## src/rtl/timer_bank.sv

```systemverilog
// timer_bank: bank of GBA-style reloadable up-counters with prescaler, optional cascade and overflow/IRQ pulses
// Ports:
//   clock_16, reset_n          - clock, asynchronous active-low reset
//   io_addr, io_write, io_be,
//   bus_wdata                  - MMIO write port, one register word per timer at BASE_IDX+n
//   io_reg_rdata, io_rd_hit    - combinational read data / address hit for io_addr
//   ovf, irq                   - registered one-cycle overflow and gated interrupt pulses
// Register word: [15:0] reload (write) / live counter (read), [17:16] prescale,
//   [18] cascade, [22] irq_en, [23] start.
// Optional feature: define TIMER_CASCADE_EN to store bit 18 and chain timer n's tick
//   to timer n-1's overflow; otherwise every timer uses its prescaler only.
module timer_bank #(
    parameter int         NUM_TIMERS = 4,
    parameter int         CNT_W      = 16,
    parameter logic [9:0] BASE_IDX   = 10'h040
) (
    input  logic                  clock_16,
    input  logic                  reset_n,
    input  logic [11:0]           io_addr,
    input  logic                  io_write,
    input  logic [3:0]            io_be,
    input  logic [31:0]           bus_wdata,
    output logic [31:0]           io_reg_rdata,
    output logic                  io_rd_hit,
    output logic [NUM_TIMERS-1:0] ovf,
    output logic [NUM_TIMERS-1:0] irq
);
    logic [CNT_W-1:0]      cnt_q [NUM_TIMERS];
    logic [CNT_W-1:0]      cnt_d [NUM_TIMERS];
    logic [CNT_W-1:0]      rld_q [NUM_TIMERS];
    logic [CNT_W-1:0]      rld_d [NUM_TIMERS];
    logic [9:0]            pre_q [NUM_TIMERS];
    logic [9:0]            pre_d [NUM_TIMERS];
    logic [1:0]            psc_q [NUM_TIMERS];
    logic [1:0]            psc_d [NUM_TIMERS];
    logic [NUM_TIMERS-1:0] ien_q, ien_d, run_q, run_d, ovf_q, ovf_d, irq_q, irq_d;
`ifdef TIMER_CASCADE_EN
    logic [NUM_TIMERS-1:0] casc_q, casc_d;
`endif
    logic [15:0]           be_mask;
    logic                  unused_bits;

    assign be_mask     = {{8{io_be[1]}}, {8{io_be[0]}}};
    assign unused_bits = ^{io_addr[1:0], io_be[3], bus_wdata, be_mask};
    assign ovf         = ovf_q;
    assign irq         = irq_q;

    always_comb begin
        logic       wr, ctl, live, pre_hit, tick;
        logic [9:0] div_m1;
`ifdef TIMER_CASCADE_EN
        logic       prev;
        prev   = 1'b0;
        casc_d = casc_q;
`endif
        wr      = 1'b0;
        ctl     = 1'b0;
        live    = 1'b0;
        pre_hit = 1'b0;
        tick    = 1'b0;
        div_m1  = '0;
        cnt_d   = cnt_q;
        rld_d   = rld_q;
        pre_d   = pre_q;
        psc_d   = psc_q;
        ien_d   = ien_q;
        run_d   = run_q;
        ovf_d   = '0;
        irq_d   = '0;
        for (int i = 0; i < NUM_TIMERS; i++) begin
            wr       = io_write && (io_addr[11:2] == BASE_IDX + 10'(i));
            ctl      = wr && io_be[2];
            rld_d[i] = wr ? (rld_q[i] & ~be_mask[CNT_W-1:0]) | (bus_wdata[CNT_W-1:0] & be_mask[CNT_W-1:0])
                          : rld_q[i];
            psc_d[i] = ctl ? bus_wdata[17:16] : psc_q[i];
            ien_d[i] = ctl ? bus_wdata[22] : ien_q[i];
            run_d[i] = ctl ? bus_wdata[23] : run_q[i];
            // Counting needs the timer running both before and after this cycle's write,
            // so a stop write beats a coincident tick and a start edge only loads.
            live     = run_q[i] && run_d[i];
            div_m1   = psc_q[i] == 2'd0 ? 10'd0 : psc_q[i] == 2'd1 ? 10'd63 :
                       psc_q[i] == 2'd2 ? 10'd255 : 10'd1023;
            pre_hit  = pre_q[i] == div_m1;
            pre_d[i] = (live && !pre_hit) ? pre_q[i] + 10'd1 : 10'd0;
`ifdef TIMER_CASCADE_EN
            casc_d[i] = ctl ? bus_wdata[18] : casc_q[i];
            tick      = live && ((i > 0 && casc_q[i]) ? prev : pre_hit);
`else
            tick      = live && pre_hit;
`endif
            ovf_d[i] = tick && (&cnt_q[i]);
            irq_d[i] = ovf_d[i] && ien_q[i];
            // rld_d already holds any reload written this cycle, so both the start edge
            // and a coincident overflow pick up the new value.
            cnt_d[i] = ((!run_q[i] && run_d[i]) || ovf_d[i]) ? rld_d[i] :
                       tick ? cnt_q[i] + CNT_W'(1) : cnt_q[i];
`ifdef TIMER_CASCADE_EN
            prev = ovf_d[i];
`endif
        end
    end

    always_comb begin
        io_reg_rdata = '0;
        io_rd_hit    = 1'b0;
        for (int i = 0; i < NUM_TIMERS; i++) begin
            if (io_addr[11:2] == BASE_IDX + 10'(i)) begin
                io_rd_hit    = 1'b1;
`ifdef TIMER_CASCADE_EN
                io_reg_rdata = 32'(cnt_q[i]) | {8'd0, run_q[i], ien_q[i], 3'd0, casc_q[i], psc_q[i], 16'd0};
`else
                io_reg_rdata = 32'(cnt_q[i]) | {8'd0, run_q[i], ien_q[i], 3'd0, 1'b0, psc_q[i], 16'd0};
`endif
            end
        end
    end

    always_ff @(posedge clock_16 or negedge reset_n) begin
        if (!reset_n) begin
            for (int i = 0; i < NUM_TIMERS; i++) begin
                cnt_q[i] <= '0;
                rld_q[i] <= '0;
                pre_q[i] <= '0;
                psc_q[i] <= '0;
            end
            ien_q  <= '0;
            run_q  <= '0;
            ovf_q  <= '0;
            irq_q  <= '0;
`ifdef TIMER_CASCADE_EN
            casc_q <= '0;
`endif
        end else begin
            for (int i = 0; i < NUM_TIMERS; i++) begin
                cnt_q[i] <= cnt_d[i];
                rld_q[i] <= rld_d[i];
                pre_q[i] <= pre_d[i];
                psc_q[i] <= psc_d[i];
            end
            ien_q  <= ien_d;
            run_q  <= run_d;
            ovf_q  <= ovf_d;
            irq_q  <= irq_d;
`ifdef TIMER_CASCADE_EN
            casc_q <= casc_d;
`endif
        end
    end
endmodule
```

## config.mk

```make
export PLATFORM = sky130hd
export DESIGN_NAME = timer_bank
export DESIGN_NICKNAME = d
export VERILOG_FILES = /design/src/rtl/timer_bank.sv
export SDC_FILE = /design/constraint.sdc
export NUM_CORES = 1
export LEC_CHECK = 0
export ABC_AREA = 0
export ABC_CLOCK_PERIOD_IN_PS = 7450
export CORE_MARGIN = 1
export CORE_UTILIZATION = 30
export DETAILED_ROUTE_END_ITERATION = 10
export PLACE_DENSITY = 0.51
export SYNTH_ARGS = -nofsm -noshare
export SYNTH_HDL_FRONTEND = slang
export SYNTH_SLANG_ARGS = --single-unit
```

## constraint.sdc

```tcl
create_clock -name clock_16 -period 7.45 [get_ports clock_16]
set_input_delay 1.49 -clock clock_16 [delete_from_list [all_inputs] [get_ports clock_16]]
set_output_delay 1.49 -clock clock_16 [all_outputs]
set_load 0.01 [all_outputs]
```

# After elaboration in Yosys (flattened, before gate mapping)
# Cells that the tools add are included.
# totals
output_inout_bits,41
in_bits,51
elab_cells,157
reg_bits,192
# op_classes
n_reduce_logical,56
bitwise_logic,14
mux,40
n_addsub,8
eq_ne,16
# ops
op,n
two-way mux 16 bit,12
two-way mux 10 bit,16
bitwise OR 16 x 24 -> 24 bit,4
AND 16 bit,5
"adder 16 x 1 -> 16 bit, second input constant",4
two-way mux 32 bit,2
bitwise OR 16 bit,4
AND reduction 16 bit,4
two-way mux 24 bit,2
"adder 10 x 1 -> 10 bit, second input constant",4
equality test 10 bit,4
"equality test 10 x 7 -> 1 bit, second input constant",4
logical AND 1 bit,32
inverter 16 bit,1
"equality test 2 x 1 -> 1 bit, second input constant",4
"equality test 2 bit, second input constant",4
logical NOT 1 bit,8
logical NOT 2 bit,4
two-way mux 1 bit,8
nonzero test 2 bit,4
logical OR 1 bit,4

# Depth between registers and ports, before layout
# Gate-level depths: netlist of the first run.
# depth
word_depth,9
ltp_mapped,9
depth_no_buf,7

# Worst setup path before layout of the first run
# OpenSTA, ideal clock, no wires.
# synth_path
kind,in2out
from,in io_addr[2]
to,out io_reg_rdata[7]
t_arrival_ns,3.070
setup_slack_ns,2.890
path_buffers,2
path_stages,4
t_required_ns,5.960
path_cell_list,clkbuf_1 buf_1 mux4_2 and3_1
# synth_via
elab_chain_cells,5
word_cells_on_any_way,8
classes_between,eq/ne: 4; mux: 4
# synth_lines
element,line_no,text
from (decl),19,"input logic [11:0] io_addr,"
equality test 10 x 7 -> 1 bit,107,if (io_addr[11:2] == BASE_IDX + 10'(i)) begin
two-way mux 24 bit (2 in a row),107,
two-way mux 32 bit,107,
two-way mux 32 bit *,107,
to (decl),23,"output logic [31:0] io_reg_rdata,"
# Every way passes the cells marked *; elsewhere a longest branch is shown, timed or not.

# Worst setup path in the final report of the first run
# layout_path
from,in io_addr[3]
to,out io_reg_rdata[9]
# Same word-level chain as after synthesis.

==> results of run 1 <==
[power breakdown]
| part | switching, mW | internal (mW) |
|---|---|---|
| clock | 0.454 | 0.479 |
| combinational | 0.0838 | 0.0746 |
| sequential | 0.0591 | 1.08 |
| total | 0.597 | 1.63 |
[state kept, by name (all words and copies together), names as in the netlist]
name	count
psc_q	8
irq	4
run_q	4
cnt_q	64
ovf	4
rld_q	64
pre_q	40
ien_q	4
[final cells by class]
| type | count | area share [%] |
|---|---|---|
| clock buffers | 17 | 3.59 |
| multi-input cells | 724 | 42.7 |
| clock inverters | 15 | 1.38 |
| inverters | 33 | 1.04 |
| flip-flops and latches | 192 | 40.5 |
| well taps | 448 | 4.73 |
| repair buffers | 73 | 6.00 |
[logic make-up (layout without fill, tap and decap cells)]
logic type	Yosys count	count (layout)
buffers and inverters	87	138
AO/OA/AOI/OAI	180	180
flip-flops	192	192
other	1	12
XOR/XNOR	32	32
multiplexers	125	125
adder cells (fa/ha/maj)	8	8
AND/OR/NAND/NOR	367	367
[cells in the mapped netlist (3+ instances only)]
cell	n	area [um^2]
dfrtp_1	192	4800
nor2_1	95	357
mux2_2	75	845
nand2_1	64	240
nand3_1	57	285
o21ai_0	49	245
a21oi_1	45	225
and3_1	42	263
inv_1	33	124
clkbuf_1	29	109
mux2i_1	25	250
nor3_1	23	115
nand4_1	22	138
xor2_1	21	184
mux4_2	20	450
a22oi_1	15	113
buf_4	15	113
nor4_1	11	68.8
or3_1	11	68.8
xnor2_1	11	96.3
o22a_1	10	87.6
and2_1	9	56.3
buf_2	9	45.0
o22ai_1	9	56.3
or4_1	9	67.6
ha_1	8	100
o21a_1	8	60.1
and4_1	7	61.3
a31oi_1	6	37.5
a21o_1	5	37.5
a221o_1	5	50.1
a2bb2oi_1	4	35.0
a211oi_1	3	22.5
a21oi_2	3	26.3
a311oi_1	3	26.3
mux2_1	3	33.8
or2_2	3	18.8
[metrics by stage]
step / hold WS (ns) / area (um^2) / worst slack [ns] / std cells
global route: 0.503 / 11900 / 2.01 / 1502
global placement: 0.472 / 11300 / 2.10 / 1470
finish: 0.488 / 11900 / 2.11 / 1502
floorplan: 0.450 / 10300 / 2.89 / 1003
CTS: 0.494 / 11900 / 2.10 / 1502
detailed placement: 0.475 / 11300 / 2.10 / 1470
[layer usage]
metal / part of all wire [%] / vias to the layer above / track usage, %
met4: 1.4 / 0 / 4.48
li1: - / 3718 / -
met1: 47 / 3840 / 21.6
met2: 49 / 127 / 27.1
met5: 0 / - / 0
met3: 2.8 / 25 / 2.29
[worst paths after layout]
check | endpoint | slack (ns) | cells past startpoint
setup / recovery | io_reg_rdata[9] | 2.11 | 4
hold / removal | rld_q[8] | 0.49 | 1
setup reg to reg | cnt_q[12] | 4.57 | 6
hold reg to reg | rld_q[8] | 0.49 | 1
max in group asynchronous | rld_q[38] | 4.95 | 2
min in group asynchronous | pre_q[6] | 1.10 | 1
==> summary.md, run 1 <==
| Metric | Value |
|---|---|
| RSZ-0062 raised after global routing | no |
| Critical path class | in -> out |
| Via count | around 7.7k |
| Via density | between 5 and 6 |
| Critical Path RT | approximately 6 ns |
| Number of buffers added for setup after CTS | 0 |
| Worst path max stage delay | between 1 and 1.5 ns |
| Synth Flop Type | dfrtp_1 |
| Crit path launch | io_addr[3] |
| Pwr/cell area | 188 nW/um^2 |
| Cells after synthesis | 992 |
| Delay-heaviest family, CP | buffers and inverters |
| Share of cells above drive strength 1 | approximately 14% |
| Critical path buffers and inverters | 2 |
| Commonest non-fill, non-tap cells in the layout | 192 x dfrtp_1, 95 x nor2_1, 75 x mux2_2 |
| Gp weighted congestion | roughly 0.86 |
| Most used cell, CP | clkdlybuf4s50_1 |
| Drt total wl | roughly 27000 um |
| Post-synth ARST share | 100% |
| Mux contribution to synthesized area | between 10% and 20% |
| Number of enable flip-flop cells after synthesis | 0 |
| DRC Markers | 0 |
| Port buffer count | 64 |
| # IOs | 92 |
| Area of the multi-input gates | about 5000 um^2 |
| Core ar. | about 34000 um^2 |
| Synth Area in Adders | less than 1% |
| Post-CTS Hold Fix Bufs | 0 |
| H-tree Lvls | 4 |
| Syn_area_per_cell | ~10 um^2 |
| Minimum clock period | between 5 and 6 ns |
| Nets | approximately 1.1k |
| CTS Root Cell | clkbuf_16 |
| Slew Viols, Final | 0 |
| Post-CTS sizing | 0 |
| Measured slew at the worst slew-check pin | about 1.2 ns |
| Largest net degree at the start of global routing | a little under 100 |
| Antenna Violating Nets Remaining | 0 |
| FP Rows | 67 |
| Fmax | between 150 and 200 MHz |
| FILL cells | 3420 |
| Kind of end point of the critical path | output port |
| Sequential cell area | 4800 um^2 |
| TritonCTS Buffers | 17 |
| Final Total Pwr | 2.23 mW |
| Worst Skew | approximately 0.0096 ns |
| Post-synthesis cell type count | between 60 and 70 |
| Worst Path Max Fanout | 25 |
| Die X-Extent | 187 um |
| Final core occ | a little over a third |
| Clock Tree Buf Depth | 2 |
| Cell Area, Synth | slightly above 10000 um^2 |
| Commonest non-fill, non-tap cell in the layout | dfrtp_1 |
| Worst path slowest cell | clkdlybuf4s50_1 |
| Yosys reg bits | between 150 and 200 |
| Synth-to-layout area growth | 16.0% |
| P_leak | between 5 and 6 nW |
| CTS tree | yes |
| Detailed placement HPWL | 20200 um |
| Rel. slew slack | about a fifth |
| Starting density of the core | 30.5% |
| Synth Area in Compound Gates | between 10% and 20% |
| Number of DRC markers after the initial detailed-route iteration | ~470 |
| Clk sinks | 192 |
| Die footprint | ~35000 um^2 |
| HP Class | reg -> reg |
| Diode count | 0 |
| Max-Cap Viols | 0 |
| Critical R2R Launch | cnt_q[0] |
| Hold wc startpoint | rld_q[8] |
| Vias in the first global route | 7611 |
| Routed WL per cell | 18.1 um |
| Synth Area in XOR/XNOR | 2.74% |
| Die Y | between 150 and 200 um |
| Final period utilization | ~72% |
| Yosys warning total | 0 |
| Max IR drop VDD | approximately 0.16 mV |
| Congestion Overflow GR | 0 |
| Clk slew on worst S/H paths | 0.08 ns |
| Setup Viol. Count Final | 0 |
| Largest family of logic cells by synthesized area | simple AND/OR/NAND/NOR gates |
| Critical path data arrival time | 3.85 ns |
| Crit path cell chain | clkdlybuf4s50_1 -> mux4_2 -> and3_1 -> clkdlybuf4s50_1 |
| Setup TNS Final | 0 ns |
| GRT Total Usage | around 16% |
| Post-synthesis sequential area ratio | between 40% and 50% |
| Synth Area in Simple Gates | approximately 18% |
| Global-route wire length before repair | about 44000 um |
| DRT Pass-1 Iters | 5 |
| Final Hold Viols | 0 |
| Initial antenna violation count | 1 |
| Crit path launch type | input port |
| Insertion delay to the later sink of the worst-skew pair | around 0.44 ns |
| Status | completed |
(Power assumes the default switching activity.)
==> inputs of run 2 (changes only) <==
Settings changed: ABC_CLOCK_PERIOD_IN_PS 7450 to 5500.
Clock period 7.45 ns to 5.5 ns, I/O delays scaled along.
==> summary.md, run 2 (synthesis gave the netlist of run 1 again) <==
| Metric | Value |
|---|---|
| Seq pwr share | 51.6% (was 51.1%) |
| Comb power frac | 7.3% (was 7.1%) |
| CTS Root Cell | clkbuf_16 (unchanged) |
| TritonCTS Buffers | 17 (unchanged) |
| CTS tree | yes (unchanged) |
| Post-CTS Hold Fix Bufs | 0 (unchanged) |
| Crit path launch type | input port (unchanged) |
| Port buffer count | 64 (unchanged) |
| Max IR drop VDD | 0.184 mV (was 0.157 mV) |
| Critical path class | in -> out (unchanged) |
| Kind of end point of the critical path | output port (unchanged) |
| Max-Cap Viols | 0 (unchanged) |
| Initial antenna violation count | 0 (was 1) |
| Clk sinks | 192 (unchanged) |
| Die X-Extent | 187 um (unchanged) |
| Minimum clock period | 4.53 ns |
| Clk slew on worst S/H paths | 0.08 ns (about the same) |
| Via count | 7831 (was 7710) |
| DRC Markers | 0 (unchanged) |
| Cell Area, Placed | 11300 um^2 (about the same) |
| P_leak | 5.19 nW (about the same) |
| GRT Total Usage | 16.4% (was 16.1%) |
| Clock Tree Buf Depth | 2 (unchanged) |
| Vias in the first global route | 7684 (was 7611) |
| Number of DRC markers after the initial detailed-route iteration | 600 (was 472) |
| Number of buffers added for setup after CTS | 0 (unchanged) |
| Core ar. | 33500 um^2 (unchanged) |
| Routed WL per cell | 18.3 um (was 18.1 um) |
| Via density | 5.20 (was 5.13) |
| Net Switching | 779 uW (was 597 uW) |
| RSZ-0062 raised after global routing | no (unchanged) |
| Synth-to-layout area growth | 16.1% (was 16.0%) |
| Pwr/cell area | 252 nW/um^2 (was 188 nW/um^2) |
| Setup TNS Final | 0 ns (unchanged) |
| Status | completed (unchanged) |
| Critical Path RT | 4.40 ns (was 5.96 ns) |
| Gp weighted congestion | 0.871 (was 0.860) |
| Diode count | 0 (unchanged) |
| Fin area | 11900 um^2 (about the same) |
| DRT Pass-1 Iters | 4 (was 5) |
| Rel. slew slack | 26.0% (was 20.9%) |
| Die footprint | 34800 um^2 (unchanged) |
| Share of cells above drive strength 1 | 14.5% (was 14.4%) |
| Antenna Violating Nets Remaining | 0 (unchanged) |
| Die Y | 187 um (unchanged) |
| FP Rows | 67 (unchanged) |
| Final Hold Viols | 0 (unchanged) |
| Commonest non-fill, non-tap cells in the layout | 192 x dfrtp_1, 95 x nor2_1, 75 x mux2_2 (unchanged) |
| Post-CTS sizing | 0 (unchanged) |
| Measured slew at the worst slew-check pin | 1.10 ns (was 1.18 ns) |
| Worst Path Max Fanout | 22 (was 25) |
| Clk network pwr share | 41.1% (was 41.8%) |
| Global-route wire length before repair | 44500 um (was 43700 um) |
| Insertion delay to the later sink of the worst-skew pair | 0.44 ns (about the same) |
| Final core occ | 35.4% (about the same) |
| Congestion Overflow GR | 0 (unchanged) |
| Nets | 1103 (was 1100) |
| H-tree Lvls | 4 (unchanged) |
| HP Class | reg -> reg (unchanged) |
| Commonest non-fill, non-tap cell in the layout | dfrtp_1 (unchanged) |
| Sw frac | 26.0% (was 26.8%) |
| Setup Viol. Count Final | 0 (unchanged) |
| Slew Viols, Final | 0 (unchanged) |
| Worst Skew | 0.00931 ns (was 0.00962 ns) |
| Largest net degree at the start of global routing | 123 (was 98) |
| Starting density of the core | 30.5% (unchanged) |
| Fmax | between 200 and 250 MHz |
| # IOs | 92 (unchanged) |
| Critical path data arrival time | 3.43 ns (was 3.85 ns) |
| FILL cells | 3410 (was 3420) |
| Final period utilization | 82.4% |
| Detailed placement HPWL | 20100 um (was 20200 um) |
| P_int | 2.21 mW (was 1.63 mW) |
| Drt total wl | 27500 um (was 27200 um) |
| Top Registers | cnt_q x64, rld_q x64, pre_q x40 (unchanged) |
run 2: worst max-delay path, stage by stage:
cell	delay, ns
clkdlybuf4s50_1	1.15
mux4_2	0.45
and3_1	0.23
clkdlybuf4s50_1	0.48
run 2: final cells by class:
class | count | area, um^2 | share of cell area, %
sequential | 192 | 4800 | 40.5
timing repair buffer | 76 | 747 | 6.29
clock inverter | 12 | 123 | 1.03
inverter | 33 | 124 | 1.04
clock buffer | 20 | 447 | 3.76
multi-input combinational | 724 | 5070 | 42.7
tap | 448 | 561 | 4.72
run 2: routing by layer:
| layer | vias to the layer above | part of all wire, % | track usage (%) | wire length, um |
|---|---|---|---|---|
| li1 | 3734 | - | - | - |
| met1 | 3920 | 47 | 22.3 | 12900 |
| met2 | 142 | 48 | 26.3 | 13100 |
| met3 | 35 | 3.1 | 2.50 | 845 |
| met4 | 0 | 2.3 | 5.83 | 640 |
| met5 | - | 0 | 0 | 0 |
run 2: per-stage QoR:
stage	cells	hold WS (ns)	total power [mW]	setup WS, ns
after floorplan	1003	0.450	1.66	1.72
after global placement	1473	0.468	1.79	0.743
after detailed placement	1473	0.475	1.79	0.777
after CTS	1505	0.493	3.02	0.960
after global routing	1505	0.513	3.11	0.894
final	1505	0.491	2.99	0.969
run 2: worst paths after layout:
check                                start               end  slack (ns)  depth (start not counted)
worst min register to register    rld_q[6]          rld_q[6]        0.49                          1
worst min-delay path              rld_q[6]          rld_q[6]        0.49                          1
worst max-delay path            io_addr[3]  io_reg_rdata[10]        0.97                          4
min in group asynchronous          reset_n         pre_q[10]        0.66                          1
worst max register to register   cnt_q[16]         cnt_q[19]        2.65                          8
max in group asynchronous          reset_n         rld_q[54]        3.70                          2
run 2: power by group through the flow:
stage          sequential, mW  combinational (mW)  clock, mW
5_1_grt                  1.55               0.243       1.32
3_5_place_dp             1.57               0.221          0
2_1_floorplan            1.53               0.129          0
6_report                 1.54               0.217       1.23
4_1_cts                  1.54               0.222       1.26
3_3_place_gp             1.57               0.219          0
